==> src/rtl/adder_pkg.sv <==
// Shared definitions for the adder result stage.
//   FLAG_*        bit positions inside the 4-bit status word {V,C,N,Z}
//   adder_result_t packed {sum, flags} entry at the default width
//   ADDER_WIDTH / ADDER_LAT / RESULT_DEPTH default configuration
package adder_pkg;

  localparam int unsigned ADDER_WIDTH  = 32;
  localparam int unsigned ADDER_LAT    = 2;
  localparam int unsigned RESULT_DEPTH = 4;

  localparam int unsigned FLAG_Z = 0;
  localparam int unsigned FLAG_N = 1;
  localparam int unsigned FLAG_C = 2;
  localparam int unsigned FLAG_V = 3;
  localparam int unsigned FLAG_W = 4;

  typedef struct packed {
    logic [ADDER_WIDTH-1:0] sum;
    logic [FLAG_W-1:0]      flags;
  } adder_result_t;

endpackage

==> src/rtl/result_fifo.sv <==
// Circular-buffer FIFO holding adder results.
//   clk, rst      clock, synchronous active-high reset
//   push, wdata   write request and data (ignored when full unless popping)
//   pop           read request (ignored when empty)
//   rdata         head entry; zero while empty
//   count         number of stored entries, 0..DEPTH
//   full, empty   occupancy status
// DEPTH must be a power of two so the pointers wrap naturally.
module result_fifo #(
  parameter int unsigned DW    = 36,
  parameter int unsigned DEPTH = 4
) (
  input  logic                     clk,
  input  logic                     rst,
  input  logic                     push,
  input  logic [DW-1:0]            wdata,
  input  logic                     pop,
  output logic [DW-1:0]            rdata,
  output logic [$clog2(DEPTH):0]   count,
  output logic                     full,
  output logic                     empty
);

  localparam int unsigned AW   = $clog2(DEPTH);
  localparam int unsigned CNTW = AW + 1;

  logic [DW-1:0] mem [DEPTH];
  logic [AW-1:0] wr_ptr_q;
  logic [AW-1:0] rd_ptr_q;
  logic          do_push;
  logic          do_pop;

  assign empty   = (count == '0);
  assign full    = (count == CNTW'(DEPTH));
  assign do_pop  = pop & ~empty;
  // A pop in the same cycle frees the slot, so push at full is fine then.
  assign do_push = push & (~full | do_pop);

  always_ff @(posedge clk) begin
    if (rst) begin
      wr_ptr_q <= '0;
      rd_ptr_q <= '0;
      count    <= '0;
    end else begin
      if (do_push) wr_ptr_q <= wr_ptr_q + 1'b1;
      if (do_pop)  rd_ptr_q <= rd_ptr_q + 1'b1;
      count <= count + {{AW{1'b0}}, do_push} - {{AW{1'b0}}, do_pop};
    end
  end

  always_ff @(posedge clk) begin
    if (do_push) mem[wr_ptr_q] <= wdata;
  end

  // Gate the head so the visible outputs are zero whenever nothing is stored.
  assign rdata = empty ? '0 : mem[rd_ptr_q];

endmodule

==> src/rtl/adder_result_stage.sv <==
// Issue/collect stage around a pipelined carry-lookahead adder.
//   clk, rst                      clock, synchronous active-high reset
//   in_valid/in_ready/in_a/in_b/in_cin   operand handshake (ready = credit left)
//   add_a/add_b/add_cin           registered operands driven to the adder
//   add_sum/add_cout              adder result, valid LAT cycles after operands
//   out_valid/out_ready/out_sum/out_flags  result FIFO head, flags {V,C,N,Z}
// Build option: define ADDRES_SAT_EN to saturate out_sum on signed overflow
// (flags still describe the raw wrapped sum).
module adder_result_stage
  import adder_pkg::*;
#(
  parameter int unsigned WIDTH = ADDER_WIDTH,
  parameter int unsigned LAT   = ADDER_LAT,
  parameter int unsigned DEPTH = RESULT_DEPTH
) (
  input  logic              clk,
  input  logic              rst,
  input  logic              in_valid,
  output logic              in_ready,
  input  logic [WIDTH-1:0]  in_a,
  input  logic [WIDTH-1:0]  in_b,
  input  logic              in_cin,
  output logic [WIDTH-1:0]  add_a,
  output logic [WIDTH-1:0]  add_b,
  output logic              add_cin,
  input  logic [WIDTH-1:0]  add_sum,
  input  logic              add_cout,
  output logic              out_valid,
  input  logic              out_ready,
  output logic [WIDTH-1:0]  out_sum,
  output logic [FLAG_W-1:0] out_flags
);

  localparam int unsigned CW = $clog2(DEPTH + 1);
  localparam int unsigned AW = $clog2(DEPTH);
  localparam int unsigned RW = WIDTH + FLAG_W;

  logic              accept;
  logic              pop;
  logic [CW-1:0]     crd_q;
  logic [CW-1:0]     crd_d;
  logic              op_q;
  logic [LAT-1:0]    vld_sr_q;
  logic [LAT-1:0]    sa_sr_q;
  logic [LAT-1:0]    sb_sr_q;
  logic [LAT:0]      vld_chain;
  logic [LAT:0]      sa_chain;
  logic [LAT:0]      sb_chain;
  logic              res_vld;
  logic              res_sa;
  logic              res_sb;
  logic [WIDTH-1:0]  res_sum;
  logic [FLAG_W-1:0] res_flags;
  logic [RW-1:0]     fifo_wdata;
  logic [RW-1:0]     fifo_rdata;
  logic [AW:0]       fifo_count;
  logic              fifo_full;
  logic              fifo_empty;

  assign accept   = in_valid & in_ready;
  assign pop      = out_valid & out_ready;
  assign in_ready = (crd_q != '0);

  // Operand registers; op_q marks that they hold an op issued at the last edge.
  always_ff @(posedge clk) begin
    if (rst) begin
      add_a   <= '0;
      add_b   <= '0;
      add_cin <= 1'b0;
      op_q    <= 1'b0;
    end else begin
      op_q <= accept;
      if (accept) begin
        add_a   <= in_a;
        add_b   <= in_b;
        add_cin <= in_cin;
      end
    end
  end

  // Each op walks LAT stages alongside the adder pipeline, carrying its
  // operand signs for the overflow test; the chain's top bit is the exit.
  assign vld_chain = {vld_sr_q, op_q};
  assign sa_chain  = {sa_sr_q, add_a[WIDTH-1]};
  assign sb_chain  = {sb_sr_q, add_b[WIDTH-1]};

  always_ff @(posedge clk) begin
    if (rst) begin
      vld_sr_q <= '0;
      sa_sr_q  <= '0;
      sb_sr_q  <= '0;
    end else begin
      vld_sr_q <= vld_chain[LAT-1:0];
      sa_sr_q  <= sa_chain[LAT-1:0];
      sb_sr_q  <= sb_chain[LAT-1:0];
    end
  end

  assign res_vld = vld_chain[LAT];
  assign res_sa  = sa_chain[LAT];
  assign res_sb  = sb_chain[LAT];

  always_comb begin
    res_flags         = '0;
    res_flags[FLAG_Z] = (add_sum == '0);
    res_flags[FLAG_N] = add_sum[WIDTH-1];
    res_flags[FLAG_C] = add_cout;
    res_flags[FLAG_V] = (res_sa == res_sb) & (add_sum[WIDTH-1] != res_sa);
    res_sum           = add_sum;
`ifdef ADDRES_SAT_EN
    if (res_flags[FLAG_V]) begin
      res_sum = res_sa ? {1'b1, {(WIDTH-1){1'b0}}} : {1'b0, {(WIDTH-1){1'b1}}};
    end
`endif
  end

  assign fifo_wdata = {res_sum, res_flags};

  // Credits count free FIFO slots minus ops still in flight.
  always_comb begin
    crd_d = crd_q;
    if (accept && !pop) begin
      crd_d = crd_q - 1'b1;
    end else if (pop && !accept) begin
      crd_d = crd_q + 1'b1;
    end
  end

  always_ff @(posedge clk) begin
    if (rst) begin
      crd_q <= CW'(DEPTH);
    end else begin
      crd_q <= crd_d;
    end
  end

  result_fifo #(
    .DW    (RW),
    .DEPTH (DEPTH)
  ) u_result_fifo (
    .clk   (clk),
    .rst   (rst),
    .push  (res_vld),
    .wdata (fifo_wdata),
    .pop   (pop),
    .rdata (fifo_rdata),
    .count (fifo_count),
    .full  (fifo_full),
    .empty (fifo_empty)
  );

  assign out_valid            = ~fifo_empty;
  assign {out_sum, out_flags} = fifo_rdata;

  // The unconditional result write relies on these credit invariants.
  assert property (@(posedge clk) disable iff (rst) !(res_vld && fifo_full && !pop));
  assert property (@(posedge clk) disable iff (rst)
                   (32'(crd_q) + 32'(fifo_count)) <= DEPTH);

endmodule

==> config.mk <==
export PLATFORM = sky130hd
export DESIGN_NAME = adder_result_stage
export DESIGN_NICKNAME = d
export VERILOG_FILES = /design/src/rtl/adder_pkg.sv /design/src/rtl/result_fifo.sv /design/src/rtl/adder_result_stage.sv
export SDC_FILE = /design/constraint.sdc
export NUM_CORES = 1
export LEC_CHECK = 0
export ABC_AREA = 1
export BUFFER_PORTS_ARGS = -buffer_cell sky130_fd_sc_hd__buf_2
export CAP_MARGIN = 20
export CORE_MARGIN = 1.5
export CORE_UTILIZATION = 58
export DETAILED_ROUTE_END_ITERATION = 6
export GPL_ROUTABILITY_DRIVEN = 0
export PLACE_DENSITY = 0.95
export SLEW_MARGIN = 20
export SYNTH_ARGS = -nofsm -noshare
export SYNTH_HDL_FRONTEND = slang
export SYNTH_SLANG_ARGS = --single-unit
==> constraint.sdc <==
create_clock -name clk -period 7.8 [get_ports clk]
set_clock_uncertainty 0.15 [all_clocks]
set_input_delay 1.17 -clock clk [delete_from_list [all_inputs] [get_ports clk]]
set_output_delay 1.17 -clock clk [all_outputs]
set_load 0.005 [all_outputs]
==> impl_results.rst <==
.. list-table::
   :header-rows: 1

   * - Metric
     - Value
   * - Area enclosed by the die boundary
     - 16600 sq um
   * - Worst rel slew slack
     - 0.341
   * - Worst reg2reg startpoint
     - crd_q[1]
   * - Number of placement rows
     - 45
   * - Net switching component of the power
     - 1.02 mW
   * - Vias post-DR
     - 7094
   * - Summed negative setup slack over all endpoints
     - 0 ns
   * - Hold Path Class
     - register to register
   * - Crit Path Class
     - register to output port
   * - Total core area
     - 15300 sq um
   * - Minimum setup slack after placement
     - 4.31 ns
   * - Areal power density over the cells
     - 303 nW/um^2
   * - Share of post-route cells with drive strength above 1
     - 0.244
   * - Gate count after technology mapping
     - 921
   * - Clock root buffer
     - clkbuf_16
   * - Worst vdd ir
     - 0.193 mV
   * - Proportion of power drawn by combinational gates
     - 0.256
   * - Synth cell types
     - 22
   * - Depth of the CTS H-tree
     - 1
   * - Num CTS Buffers
     - 23
   * - Initial antenna violation count
     - 1
   * - Endpoints failing setup
     - 0
   * - First-pass iteration count of the detailed router
     - 5
   * - Total nets after synthesis
     - 1032
   * - Startpoint type of the worst setup path
     - register
   * - Pin count of the biggest net entering global routing
     - 73
   * - Number of I/O port buffers
     - 204
   * - Synthesized flop and latch total
     - 224
   * - Clock latency on the worst-skew pair
     - 0.48 ns
   * - Cell area after synthesis
     - 9160 sq um
   * - Final clock period utilization by the worst path
     - 0.524
   * - Number of placed I/O pins
     - 205
   * - Unrepaired setup endpoints after global routing
     - no
   * - Hold path start
     - op_q
   * - Max FO, Critical Path
     - 71
   * - Number of routed nets with antenna violations
     - 0
   * - Global-route wire length before repair
     - 32000 um
   * - Clock transition time at the flip-flop clock pins of the worst setup and hold paths
     - 0.06 ns
   * - Horiz. Die Dim
     - 129 um
   * - Post-CTS Resized
     - 0
   * - Post-CTS setup repair buffer count
     - 0
   * - Starting Density
     - 0.598
   * - Via count of the first global-routing pass
     - 6822
   * - Count of yosys warnings during synthesis
     - 0
   * - Most frequent cells in the layout
     - nor2_1, buf_2, edfxtp_1
   * - Vias per std cell
     - 5.33
   * - Clock Power Share
     - 0.327
   * - Fraction of post-synthesis cell area in the top cell type by area
     - 0.459
   * - Hold buffer count at cts
     - 0
   * - Worst Setup End Kind
     - output port
   * - Dominant cells by area after synthesis
     - edfxtp_1, dfxtp_1, nor2_1, nand3b_1, nand2_1
   * - Setup slack, reg-to-reg
     - 5.33 ns
   * - Lkg Pwr
     - 4.71 nW
   * - Highest attainable clock frequency
     - 244 MHz
   * - Hold violation total from the final report
     - 0
   * - Fraction of power spent switching nets
     - 0.305
   * - Commonest non-fill, non-tap cell in the layout
     - nor2_1
   * - Die height
     - 129 um
   * - Post-Synthesis Mean Instance Area
     - 9.94 sq um
   * - Routed WL per cell
     - 15.4 um
   * - Total half-perimeter wirelength after legalization and detailed placement
     - 12600 um
   * - Worst EP required
     - 6.48 ns
   * - Aggregate global routing overflow
     - 0
   * - Run status
     - completed
   * - Library cell occupying the most area in the post-synthesis netlist
     - edfxtp_1
   * - Area added between synthesis and finish
     - 20.7%
   * - Number of sinks driven by the clock tree
     - 224
   * - Antenna cells
     - 0
   * - DR iter-0 viols
     - 499
   * - Max Slew Vio Count
     - 0
   * - Net count of the finished layout
     - 1216
   * - Worst path setup slack after routing
     - 3.71 ns
   * - Final worst path period need
     - 4.09 ns
   * - Crit path DAT
     - 2.77 ns
   * - Sequential power share
     - 0.417
   * - Routed WL
     - 20400 um
   * - Number of max-capacitance violations reported
     - 0
   * - Post-route DRC violation count
     - 0
   * - Internal Dissipation
     - 2.33 mW
   * - Minimum hold slack
     - 0.252 ns
   * - Clock tree from TritonCTS
     - built
   * - Overall routing resource usage
     - 0.241
   * - Bufs on Longest Clock Path
     - 3
   * - Transition time at the pin with the least slew margin
     - 0.988 ns
   * - Fraction of the yosys area taken by sequential cells
     - 0.643
## power groups by stage
stage	logic, mW	registers, mW	clock network [mW]
final	0.856	1.40	1.10
after global routing	0.964	1.41	1.17
after CTS	0.858	1.40	1.11
after detailed placement	0.848	1.42	0
after global placement	0.817	1.42	0
after floorplan	0.570	1.43	0
## through the flow
step                      utilization  instance area (sq um)  power, mW  instances
after CTS                       0.715                  11000       3.37       1328
after floorplan                     -                   9160       1.99        921
final                           0.722                  11100       3.35       1332
after detailed placement        0.664                  10200       2.27       1287
after global routing            0.722                  11100       3.54       1332
after global placement          0.664                  10200       2.24       1287
## cells in the mapped netlist, drive strengths merged
library cell,number
nor2,311
edfxtp,140
nand2,101
dfxtp,84
o21ai,72
nand3b,63
a21oi,41
buf,41
inv,38
clkbuf,14
ha,7
nand3,6
fa,2
xor2,1
## cell type report
class	count	area (sq um)
flip-flops and latches	224	5890
inverters	38	143
multi-input cells	604	2810
repair buffers	214	1170
clock inverters	8	78.8
well taps	211	264
clock buffers	33	704
fillers	1036	4260
## critical path, cell delays in order, from the launching register on
cell and delay [ns]:
dfxtp_2 0.31, buf_4 0.57, inv_2 0.60, o21ai_0 0.41
a21oi_1 0.14, buf_2 0.17
## state kept, by name, indices dropped and copies added, names as in the netlist, 3 cells and up, named ones only
signal               cells
u_result_fifo.mem      140
add_a                   32
add_b                   32
crd_q                    3
u_result_fifo.count      3
## cells by family after synthesis
group,after synthesis,share of synthesized area
xor gates and xnor gates,1,0.000956
and+or+nand+nor,481,0.227
AOI/OAI and AO/OA,113,0.0617
buffers and inverters,93,0.0540
adders and majority gates,9,0.0139
DFF,224,0.643
## routing by layer
metal	routed length [um]	part of all wire	track usage
met1	7850	0.38	0.278
met3	1880	0.092	0.0624
met2	10500	0.51	0.448
met4	252	0.012	0.0601
met5	10	0.00049	0
## path summary, 6_finish.rpt
path,to,depth (start not counted)
worst min register to register,vld_sr_q[0],2
worst max register to register,crd_q[2],14
worst min-delay path,vld_sr_q[0],2
worst max-delay path,out_sum[31],5
No activity file was read; power rests on OpenSTA's default activity.
